### src/rtl/decode_stage.sv
// decode_stage: RV32I decode with register file, load-use stall, flush and writeback bypass
module decode_stage #(
  parameter logic [31:0] NOP_INSTR = 32'h00000013,
  parameter int REG_NUM = 32
) (
  input  logic        clk,
  input  logic        rst,
  input  logic        f_to_d_valid,
  output logic        d_allow_in,
  input  logic [31:0] f_pc,
  input  logic [31:0] f_default_pc,
  input  logic [31:0] f_instr,
  input  logic [6:0]  f_opcode,
  input  logic [4:0]  f_rd,
  input  logic [4:0]  f_rs1,
  input  logic [4:0]  f_rs2,
  input  logic [9:0]  f_funct,
  input  logic [31:0] f_imm,
  input  logic [2:0]  f_instr_type,
  input  logic        e_allow_in,
  output logic        d_to_e_valid,
  input  logic        e_valid,
  input  logic        can_jump,
  input  logic        e_is_load,
  input  logic [4:0]  e_rd,
  input  logic        w_en,
  input  logic [4:0]  w_rd,
  input  logic [31:0] w_data,
  output logic [31:0] d_pc,
  output logic [31:0] d_default_pc,
  output logic [31:0] d_instr,
  output logic [6:0]  d_opcode,
  output logic [4:0]  d_rd,
  output logic [4:0]  d_rs1,
  output logic [4:0]  d_rs2,
  output logic [9:0]  d_funct,
  output logic [31:0] d_imm,
  output logic [2:0]  d_instr_type,
  output logic [31:0] d_src1,
  output logic [31:0] d_src2,
  output logic        d_reg_we
);
  localparam logic [2:0] TYPER = 3'd1, TYPEI = 3'd2, TYPES = 3'd3, TYPEB = 3'd4;
  logic        d_valid;
  logic [31:0] rf [REG_NUM];
  logic        flush, uses_rs1, uses_rs2, hazard, wr;
  assign flush    = e_valid && can_jump;
  assign uses_rs1 = d_instr_type inside {TYPER, TYPEI, TYPES, TYPEB};
  assign uses_rs2 = d_instr_type inside {TYPER, TYPES, TYPEB};
  assign hazard   = d_valid && e_valid && e_is_load && e_rd != '0 &&
                    ((uses_rs1 && e_rd == d_rs1) || (uses_rs2 && e_rd == d_rs2));
  assign d_allow_in   = !d_valid || (!hazard && e_allow_in);
  assign d_to_e_valid = d_valid && !hazard && !flush;
  assign wr           = w_en && w_rd != '0;
  assign d_src1   = d_rs1 == '0 ? '0 : (wr && w_rd == d_rs1) ? w_data : rf[d_rs1];
  assign d_src2   = d_rs2 == '0 ? '0 : (wr && w_rd == d_rs2) ? w_data : rf[d_rs2];
  assign d_reg_we = d_rd != '0 && d_instr_type != TYPES && d_instr_type != TYPEB;
  always_ff @(posedge clk) begin
    if (rst) d_valid <= 1'b0;
    else if (flush) d_valid <= 1'b0;
    else if (d_allow_in) d_valid <= f_to_d_valid;
  end
  always_ff @(posedge clk) begin
    if (rst) begin
      d_pc         <= '0;
      d_default_pc <= '0;
      d_instr      <= NOP_INSTR;
      d_opcode     <= 7'h13;
      d_rd         <= '0;
      d_rs1        <= '0;
      d_rs2        <= '0;
      d_funct      <= '0;
      d_imm        <= '0;
      d_instr_type <= '0;
    end else if (d_allow_in && f_to_d_valid && !flush) begin
      d_pc         <= f_pc;
      d_default_pc <= f_default_pc;
      d_instr      <= f_instr;
      d_opcode     <= f_opcode;
      d_rd         <= f_rd;
      d_rs1        <= f_rs1;
      d_rs2        <= f_rs2;
      d_funct      <= f_funct;
      d_imm        <= f_imm;
      d_instr_type <= f_instr_type;
    end
  end
  always_ff @(posedge clk) begin
    if (rst) for (int i = 0; i < REG_NUM; i++) rf[i] <= '0;
    else if (wr) rf[w_rd] <= w_data;
  end
endmodule

### config.mk
export PLATFORM = sky130hd
export DESIGN_NAME = decode_stage
export DESIGN_NICKNAME = d
export VERILOG_FILES = /design/src/rtl/decode_stage.sv
export SDC_FILE = /design/constraint.sdc
export NUM_CORES = 2
export LEC_CHECK = 0
export BUFFER_PORTS_ARGS = -buffer_cell sky130_fd_sc_hd__buf_2
export CAP_MARGIN = 20
export CORE_MARGIN = 4
export CORE_UTILIZATION = 50
export DETAILED_ROUTE_END_ITERATION = 6
export GPL_TIMING_DRIVEN = 0
export PLACE_DENSITY = 0.65
export RECOVER_POWER = 50
export SKIP_CTS_REPAIR_TIMING = 1
export SLEW_MARGIN = 20
export SYNTH_ARGS = -nofsm -noshare
export SYNTH_HDL_FRONTEND = slang
export SYNTH_SLANG_ARGS = --single-unit
export TNS_END_PERCENT = 10
### constraint.sdc
create_clock -name clk -period 2.8 [get_ports clk]
set_input_delay 0.14 -clock clk [delete_from_list [all_inputs] [get_ports clk]]
set_output_delay 0.14 -clock clk [all_outputs]
set_load 0.02 [all_outputs]
==> impl_results.md <==
* Status: complete, but fails checks
* Failing checks: design-rule violations, negative setup slack
* Number of vias per cell at ~6.4
* Mapped cell area at 63400 um^2
* Max-cap violations at 0
* Nets@finish at 5626
* Initial antenna violation count at 31
* Pin count of the biggest net entering global routing at 33
* Post-Syn Area per Cell at 14.2 um^2
* Worst-Margin Slew at approximately 1.4 ns
* Ys async rst share at 0
* Htree depth at 4
* GP Congestion at 0.991
* DRC at 44
* Number of global-route vias before repair at about 44000
* Fraction of the yosys area taken by sequential cells at 0.540
* RSZ-0062 raised after global routing: yes
* Initial DRC Count at 7115
* Pwr Total at 0.0481 W
* Unique masters post-synth at 53
* Global-route wire length before repair at 336000 um
* Synth warnings at 0
* Vias at 46300
* Number of CTS-inserted buffers at 137
* Antenna-violating nets left at 0
* CTS tree: yes
* DR pass1 iterations at 7
* Crit Path Max Fanout at 10
* Critical Path Source Type: register
* Clock Skews at around 0.014 ns
* Minimum clock period at 3.73 ns
* CP endpoint kind: output pin
* Clk_lat worst skew at between 0.7 and 0.8 ns
* Cell accounting for the most synthesized area: edfxtp_1
* Dominant cell by count in the synthesized netlist: and2_1
* Layout cells sized above 1 at 0.287
* CP arrival at 3.59 ns
* Post-synth EDFFs at approximately 1000
* Static leakage at 27.0 nW
* P&R area growth vs syn at 23.4%
* Die height at 364 um
* Clk slew on worst S/H paths at 0.06 ns
* Fin. Hold Viols at 0
* Ys flop type: edfxtp_1
* Seq cells post-synth at 1198
* DR WL/cell at 35.3 um
* Top cells by area, synth: edfxtp_1 (49%), mux4_2 (17%), and2_1 (10%), dfxtp_1 (5.5%), mux2i_1 (5.2%)
* Die ar. at 133000 um^2
* Synth top area share at 0.485
* Max Freq at 268 MHz
* Util after Layout at 0.622
* Clock sink count at 1198
* Final worst slack at -0.930 ns
* Clock Tree Buf Depth at 3
* Pwr dens at 615 nW/um^2
* Clk root buf: clkbuf_16
* GR Util All Layers at 0.369
* Worst VDD drop at approximately 0.00061 V
* Die Wd at 364 um
* WL final at approximately 250000 um
* Initial Utilization at 0.504
* Row count at 130
* Pre-CTS WS at -1.48 ns
* Io pins at 443
* # port buffers at 440
* Setup-violating endpoint count in the final report at 375
* DP HPWL at 185000 um
* Slew margin rel. at 0.0382
* Mapped Cells at 4456
* Hold Crit Class: in -> reg
* Synth cell count leaders: and2_1 (1025), edfxtp_1 (1024), mux4_2 (473)
* Required @ worst endpoint at 2.66 ns
* Core ar. at between 100000 and 150000 um^2
* Overflow after GRT at 0
* Max-slew violation count at 0
* Critical setup path kind: reg -> out
* Period utilization at 1.33
## layout by cell type (no fill, tap or decap), types with 30 or more instances in the layout
master and count:
clkbuf_1 433, a221oi_1 31, clkbuf_16 158, a211oi_2 42
dfxtp_1 169, dlygate4sd3_1 198, mux2i_1 318, clkinv_1 30
a221oi_2 45, buf_6 82, nand2_1 101, buf_2 245
clkbuf_2 54, buf_4 110, and2_1 694, conb_1 32
o21ai_2 32, and2_0 326, clkbuf_4 30, mux4_2 483
nor2_1 58, nand2b_1 318, buf_12 55, edfxtp_1 1024
## registers in the layout, indices dropped and copies added, names as in the netlist, named ones only
signal / cells
d_imm: 32
d_funct: 10
rf: 1024
d_rs2: 5
d_opcode: 7
d_rs1: 5
d_instr: 32
d_valid: 1
d_default_pc: 32
d_rd: 5
d_instr_type: 3
d_pc: 32
## report_power, final
group,internal (W),switching (W)
combinational,0.00373,0.00541
clock,0.0103,0.00767
sequential,0.0204,0.000579
## layout make-up
type / count / area (um^2)
Fill cell: 9530 / 47500
Sequential cell: 1198 / 34200
Multi-Input combinational cell: 2830 / 28100
Timing Repair Buffer: 790 / 5980
Clock buffer: 174 / 3800
Buffer: 451 / 3440
Tap cell: 1650 / 2060
Clock inverter: 74 / 581
Antenna cell: 17 / 42.5
Inverter: 5 / 22.5
## critical path: stages (launching register included)
cell and delay [ns]:
dfxtp_4 0.49, clkbuf_4 0.55, clkbuf_2 0.51, a21oi_1 0.14, o21a_1 0.24, o211ai_1 0.59, buf_2 0.29
## stage by stage
stage	hold slack, ns	area [um^2]	TNS (ns)	instances
floorplan	0.239	63500	0	4487
global placement	0.346	67800	-661.55	6577
detailed placement	0.359	67900	-703.65	6580
CTS	-0.460	72300	-110.13	6828
global route	0.188	78200	-113.77	7183
finish	0.179	78200	-83.95	7189
## layer usage
metal  track usage  wire (um)  vias to the layer above
li1              -          -                    18600
met1         0.450      84200                    23200
met2         0.563     114000                     3613
met3         0.136      36700                      814
met4         0.222      18700                       14
met5       0.00726        243                        -
## final timing paths
kind	slack (ns)	cells after the start	startpoint	to
max	-0.93	6	register	d_src2[3]
min	0.18	4	f_pc[6]	d_pc[6]
min reg2reg	0.47	2	d_default_pc[6]	d_default_pc[6]
max reg2reg	-0.04	7	d_instr_type[2]	d_instr[0]
## cells by family after synthesis
logic type,count (synthesis),synth area share
other,1,0.0000592
buffers and inverters,459,0.0381
multiplexers,825,0.229
AO/OA/AOI/OAI,355,0.0388
flip-flops,1198,0.540
XOR/XNOR,21,0.00290
AND/OR/NAND/NOR,1597,0.151
(Power assumes the default switching activity.)
